File: config.mk
export PLATFORM = sky130hd
export DESIGN_NAME = instr_fetch_unit_flat
export DESIGN_NICKNAME = d
export VERILOG_FILES = /design/src/rtl/instr_fetch_unit_if.sv /design/src/rtl/instr_fetch_unit.sv /design/src/flat_wrapper.sv
export SDC_FILE = /design/constraint.sdc
export NUM_CORES = 1
export LEC_CHECK = 0
export ABC_CLOCK_PERIOD_IN_PS = 1700
export CAP_MARGIN = 5
export CORE_AREA = 2 2 122 124
export CTS_CLUSTER_SIZE = 14
export DETAILED_ROUTE_END_ITERATION = 10
export DIE_AREA = 0 0 124 126
export PLACE_DENSITY_LB_ADDON = 0.12
export SLEW_MARGIN = 30
export SYNTH_ARGS = -nofsm -noshare
export SYNTH_HDL_FRONTEND = slang
export SYNTH_SLANG_ARGS = --single-unit
File: constraint.sdc
create_clock -name clk -period 1.7 [get_ports clk]
set_clock_uncertainty 0.15 [all_clocks]
set_input_delay 0.425 -clock clk [delete_from_list [all_inputs] [get_ports clk]]
set_output_delay 0.425 -clock clk [all_outputs]
set_load 0.1 [all_outputs]
File: src/rtl/instr_fetch_unit_if.sv
// Instruction-memory read port: one word request, held until a single-cycle ack.
// The master holds imem_req/imem_addr stable until imem_ack; the slave returns imem_rdata with imem_ack.
interface instr_fetch_unit_if;
  logic        imem_req;
  logic [31:0] imem_addr;
  logic        imem_ack;
  logic [31:0] imem_rdata;

  modport master (
    output imem_req,
    output imem_addr,
    input  imem_ack,
    input  imem_rdata
  );

  modport slave (
    input  imem_req,
    input  imem_addr,
    output imem_ack,
    output imem_rdata
  );
endinterface

File: src/rtl/instr_fetch_unit.sv
// Fetch stage: holds PC, reads imem over req/ack, loads IR and pulses W_IR_valid (3 cycles with zero-wait memory).
// Memory stalls hold the request up to TIMEOUT cycles, then the unit latches a sticky fault until reset.
module instr_fetch_unit #(
  parameter logic [31:0] RESET_PC = 32'h0000_0000,
  parameter int          TIMEOUT  = 16
) (
  input  logic                      clk,
  input  logic                      rst,
  input  logic                      write_ir,
  input  logic                      write_pc,
  input  logic [1:0]                pc_s,
  input  logic [31:0]               b_data,
  input  logic [31:0]               f_data,
  instr_fetch_unit_if.master        imem,
  output logic [31:0]               IR,
  output logic                      W_IR_valid,
  output logic [31:0]               pc,
  output logic                      fetch_fault
);

  typedef enum logic [1:0] {
    F_IDLE  = 2'b00,
    F_REQ   = 2'b01,
    F_DONE  = 2'b10,
    F_FAULT = 2'b11
  } state_t;

  localparam int            CW       = (TIMEOUT < 2) ? 1 : $clog2(TIMEOUT);
  localparam logic [CW-1:0] CNT_LAST = CW'(TIMEOUT - 1);

  state_t        r_state,  w_state_nxt;
  logic [31:0]   r_pc,     w_pc_nxt;
  logic [31:0]   r_ir,     w_ir_nxt;
  logic          r_ir_vld, w_ir_vld_nxt;
  logic          r_req,    w_req_nxt;
  logic [31:0]   r_addr,   w_addr_nxt;
  logic          r_fault,  w_fault_nxt;
  logic [CW-1:0] r_cnt,    w_cnt_nxt;
  logic [31:0]   w_redir_pc;

  // Redirect target as seen in F_IDLE; low address bits are forced to a word boundary.
  always_comb begin
    w_redir_pc = r_pc;
    if (write_pc) begin
      case (pc_s)
        2'b01:   w_redir_pc = b_data & 32'hFFFF_FFFC;
        2'b10:   w_redir_pc = f_data & 32'hFFFF_FFFC;
        default: w_redir_pc = r_pc;
      endcase
    end
  end

  always_comb begin
    w_state_nxt  = r_state;
    w_pc_nxt     = r_pc;
    w_ir_nxt     = r_ir;
    w_ir_vld_nxt = 1'b0;
    w_req_nxt    = r_req;
    w_addr_nxt   = r_addr;
    w_fault_nxt  = r_fault;
    w_cnt_nxt    = r_cnt;

    case (r_state)
      F_IDLE: begin
        w_pc_nxt = w_redir_pc;
        if (write_ir) begin
          w_state_nxt = F_REQ;
          w_req_nxt   = 1'b1;
          w_addr_nxt  = w_redir_pc;
          w_cnt_nxt   = '0;
        end
      end

      F_REQ: begin
        // An ack in the last allowed cycle still completes the fetch.
        if (imem.imem_ack) begin
          w_state_nxt  = F_DONE;
          w_ir_nxt     = imem.imem_rdata;
          w_ir_vld_nxt = 1'b1;
          w_req_nxt    = 1'b0;
          if (write_pc && (pc_s == 2'b00)) begin
            w_pc_nxt = r_pc + 32'd4;
          end
        end else if (r_cnt == CNT_LAST) begin
          w_state_nxt = F_FAULT;
          w_req_nxt   = 1'b0;
          w_fault_nxt = 1'b1;
        end else begin
          w_cnt_nxt = r_cnt + CW'(1);
        end
      end

      // write_ir is still asserted here by the FSM; it must not restart a fetch.
      F_DONE: begin
        w_state_nxt = F_IDLE;
      end

      F_FAULT: begin
        w_state_nxt = F_FAULT;
      end

      default: begin
        w_state_nxt = F_IDLE;
      end
    endcase
  end

  always_ff @(posedge clk or negedge rst) begin
    if (!rst) begin
      r_state  <= F_IDLE;
      r_pc     <= RESET_PC;
      r_ir     <= '0;
      r_ir_vld <= 1'b0;
      r_req    <= 1'b0;
      r_addr   <= '0;
      r_fault  <= 1'b0;
      r_cnt    <= '0;
    end else begin
      r_state  <= w_state_nxt;
      r_pc     <= w_pc_nxt;
      r_ir     <= w_ir_nxt;
      r_ir_vld <= w_ir_vld_nxt;
      r_req    <= w_req_nxt;
      r_addr   <= w_addr_nxt;
      r_fault  <= w_fault_nxt;
      r_cnt    <= w_cnt_nxt;
    end
  end

  assign imem.imem_req  = r_req;
  assign imem.imem_addr = r_addr;
  assign IR             = r_ir;
  assign W_IR_valid     = r_ir_vld;
  assign pc             = r_pc;
  assign fetch_fault    = r_fault;

endmodule

File: src/flat_wrapper.sv
// flat-port wrapper written by rule: the top's interface ports become plain ports
module instr_fetch_unit_flat 
#(
  parameter logic [31:0] RESET_PC = 32'h0000_0000,
  parameter int          TIMEOUT  = 16
)
  (clk, rst, write_ir, write_pc, pc_s, b_data, f_data, IR, W_IR_valid, pc, fetch_fault, imem_imem_req, imem_imem_addr, imem_imem_ack, imem_imem_rdata);
  instr_fetch_unit_if imem_i ();
  input  logic clk;
  input  logic rst;
  input  logic write_ir;
  input  logic write_pc;
  input  logic [1:0] pc_s;
  input  logic [31:0] b_data;
  input  logic [31:0] f_data;
  output logic [31:0] IR;
  output logic W_IR_valid;
  output logic [31:0] pc;
  output logic fetch_fault;
  output wire logic [$bits(imem_i.imem_req)-1:0] imem_imem_req;
  output wire logic [$bits(imem_i.imem_addr)-1:0] imem_imem_addr;
  input wire logic [$bits(imem_i.imem_ack)-1:0] imem_imem_ack;
  input wire logic [$bits(imem_i.imem_rdata)-1:0] imem_imem_rdata;
  assign imem_imem_req = imem_i.imem_req;
  assign imem_imem_addr = imem_i.imem_addr;
  assign imem_i.imem_ack = imem_imem_ack;
  assign imem_i.imem_rdata = imem_imem_rdata;
  instr_fetch_unit #(.RESET_PC(RESET_PC), .TIMEOUT(TIMEOUT)) u_core (.clk(clk), .rst(rst), .write_ir(write_ir), .write_pc(write_pc), .pc_s(pc_s), .b_data(b_data), .f_data(f_data), .imem(imem_i), .IR(IR), .W_IR_valid(W_IR_valid), .pc(pc), .fetch_fault(fetch_fault));
endmodule
==> impl_metrics.py <==
metrics = {
    "run_status": {
        "status": "finished, violations left",
        "failed_checks": "negative setup slack",
    },
    "timing": {
        "finalHoldViolations": 0,
        "whs_ps": 268.4,
        "finalWorstSetupSlack_ps": -278.8,
        "max_freq_mhz": 505.3,
        "rsz0062_at_grt": "true",
        "min_period_ps": 1979,
        "setup_violations": 39,
        "maxSlewViolCount": 0,
        "fin_tns_setup_ps": -3292,
        "worst_pin_slew_ps": 391.3,
        "relSlewSlack_pct": 73.82,
        "finalCritPeriodShare_pct": 116.4,
    },
    "logic_synthesis": {
        "yosysUniqueCellTypes": 70,
        "ys_seq_area_share_pct": 45.93,
        "synth-compound-area-share_pct": 21.61,
        "synth_mux_area_share_pct": 11.07,
        "synth_xor_area_share_pct": 0,
        "synthArstFlopShare_pct": 100.0,
        "synth_warnings": 0,
        "synth_top_area_cell": "dfrtp_1",
        "synth_top_family_by_area": "compound AO/OA/AOI/OAI gates",
        "yosys_most_used_dff": "dfrtp_1",
        "synth_nets": 674,
        "syn-instance-count": 566,
        "netlist_area_sq_um": 5720,
        "synth-edff-count": 0,
        "avgSynthCellArea_sq_um": 10.11,
        "synth_top_area_share_pct": 45.93,
        "yosys.area_share.adder_pct": 1.094,
        "yosys-top-cells-area": "dfrtp_1, mux2_2, a21oi_1",
        "synth-simple-area-share_pct": 15.70,
        "ys_ff_latch": 105,
    },
    "drt": {
        "vias": 6684,
        "final_antenna_net_count": 0,
        "wl_mm": 25.56,
        "viasPerCell": 6.022,
        "post_drt_wl_per_cell_um": 23.03,
        "drcViolationCount": 0,
        "firstDrtPassIters": 5,
        "dr.first_iter.drc_count": 723,
    },
    "setup_path": {
        "worst_ep_required_time_ps": 1790,
        "start_kind": "flip-flop",
        "r2r_end": "u_core.pc[17]$_DFFE_PN0P_",
        "path_class": "reg -> reg",
        "r2r_cells": 6,
        "path_max_fanout": 3,
        "reg2reg_from": "u_core.pc[15]$_DFFE_PN0P_",
        "cp.arrival_ps": 2070,
        "ff2ff_setup_slack_ps": -280,
        "cp-startpoint": "u_core.pc[15]$_DFFE_PN0P_",
        "crit_path_end_kind": "flip-flop",
        "critPathCapture": "u_core.pc[17]$_DFFE_PN0P_",
    },
    "clock_network": {
        "cts-buffers-inserted": 9,
        "tritoncts": "built",
        "htree_num_levels": 3,
        "insertion_delay_ps": 370,
        "cts_buffer_depth": 2,
        "cts.clk_slew.worst_paths_ps": 90,
        "cts_root_buf": "clkbuf_16",
        "cts_num_sinks": 105,
    },
    "floorplanning": {
        "fp.dieW_um": 124,
        "ios": 202,
        "rows": 44,
        "die_area_sq_um": 15620,
        "initial_core_util_pct": 39.97,
        "coreArea_sq_um": 14310,
        "dieHeight_um": 126,
    },
    "cells_and_area": {
        "final_core_util_pct": 81.72,
        "layout.cells.most_common": "buf_4",
        "antennaDiodeCount": 0,
        "n_fill_cell": 797,
        "nets": 1029,
        "final_cell_mix": "buf_4, buf_12, clkdlybuf4s50_1",
        "stdcell_area_sq_um": 11700,
        "final_layout_size_suffix_gt1_share_pct": 53.24,
        "area_growth_pct": 104.5,
    },
    "placement": {
        "placedInstanceArea_sq_um": 9963,
        "io_buffers": 197,
        "gp_congestion": 0.9198,
        "dp_hpwl_mm": 15.69,
    },
    "global_route": {
        "grt_first_pass_wirelength_mm": 36.14,
        "grt_overflow": 0,
        "grt_max_degree": 57,
        "antenna_found_initial": 0,
        "track_usage_pct": 29.93,
        "grt_pass1_vias": 6685,
    },
    "run": {
        "drv_cap": 0,
    },
    "worst_hold_path": {
        "hp-class": "in -> async",
    },
}
==> layer usage <==
metal | global-route usage (%) | wire length, um | vias to the layer above
li1 | - | - | 2866
met1 | 38.10 | 9510 | 3220
met2 | 46.93 | 12050 | 477
met3 | 8.424 | 2633 | 121
met4 | 14.01 | 1363 | 0
met5 | 0 | 0 | -
==> cells by family (layout without fill, tap and decap cells) <==
| kind of cell | after synthesis | in the layout |
|---|---|---|
| AOI/OAI and AO/OA | 179 | 179 |
| and+or+nand+nor | 165 | 165 |
| DFF | 105 | 105 |
| muxes | 58 | 58 |
| buffers and inverters | 54 | 414 |
| adders and majority gates | 5 | 5 |
==> worst max-delay path, stage by stage, from the launching register on <==
cell and delay, ps:
dfrtp_4 450, buf_6 120, nand2_2 60, or3_4 420, buf_6 140, o21a_1 160, a311oi_1 350
==> flip-flops by register name, summed over array words and instances, names as in the netlist <==
name / cells
u_core.fetch_fault: 1
u_core.r_cnt: 4
u_core.r_state: 2
u_core.pc: 32
u_core.imem.imem_addr: 32
u_core.imem.imem_req: 1
u_core.IR: 32
u_core.W_IR_valid: 1
==> cells in the mapped netlist, types with 6 or more instances <==
cell      number
dfrtp_1      105
nand2_1       48
a21oi_1       43
mux2_2        42
o21ai_0       33
clkbuf_1      28
nor2_1        26
a22o_1        18
nand3_1       17
mux2i_1       16
a211oi_1      15
a22oi_1       13
nand4_1       11
nor3_1        11
inv_1          8
a311oi_1       7
buf_2          7
o22ai_1        7
and2_1         6
nand2b_1       6
nor4_1         6
==> what timing repair did <==
action	in CTS	in global routing
hold buffers	1	0
cloned	4	1
resized for setup	100	98
setup endpoints to repair	125	122
buffers inserted	39	35
pin swaps	30	31
endpoints found under the hold margin	49	0
==> worst min path at each step <==
stage                                                      end  slack (ps)  depth (start not counted)
final                     u_core.imem.imem_addr[0]$_DFFE_PN0P_         270                          2
after global placement    u_core.imem.imem_addr[0]$_DFFE_PN0P_         110                          1
after floorplan                       u_core.IR[0]$_DFFE_PN0P_         -20                          0
after global routing      u_core.imem.imem_addr[0]$_DFFE_PN0P_         280                          2
after detailed placement  u_core.imem.imem_addr[0]$_DFFE_PN0P_         110                          1
after CTS                 u_core.imem.imem_addr[0]$_DFFE_PN0P_         270                          2
==> layout make-up <==
cell class | count | area, sq um | area share [%]
Sequential cell | 105 | 2719 | 23.24
Inverter | 8 | 55.05 | 0.4706
Timing Repair Buffer | 390 | 4883 | 41.75
Clock inverter | 7 | 76.32 | 0.6525
Tap cell | 184 | 230.2 | 1.968
Clock buffer | 9 | 225.2 | 1.925
Multi-Input combinational cell | 407 | 3508 | 29.99
==> metrics by stage <==
stage	setup slack [ps]	cells
floorplan	-380.1	566
global placement	-801.0	1023
detailed placement	-897.2	1023
CTS	-119.5	1083
global route	-362.8	1110
finish	-278.8	1110
Power is not shown: default switching activity piles up to over one toggle a cycle in this logic, so the estimate is an artifact.
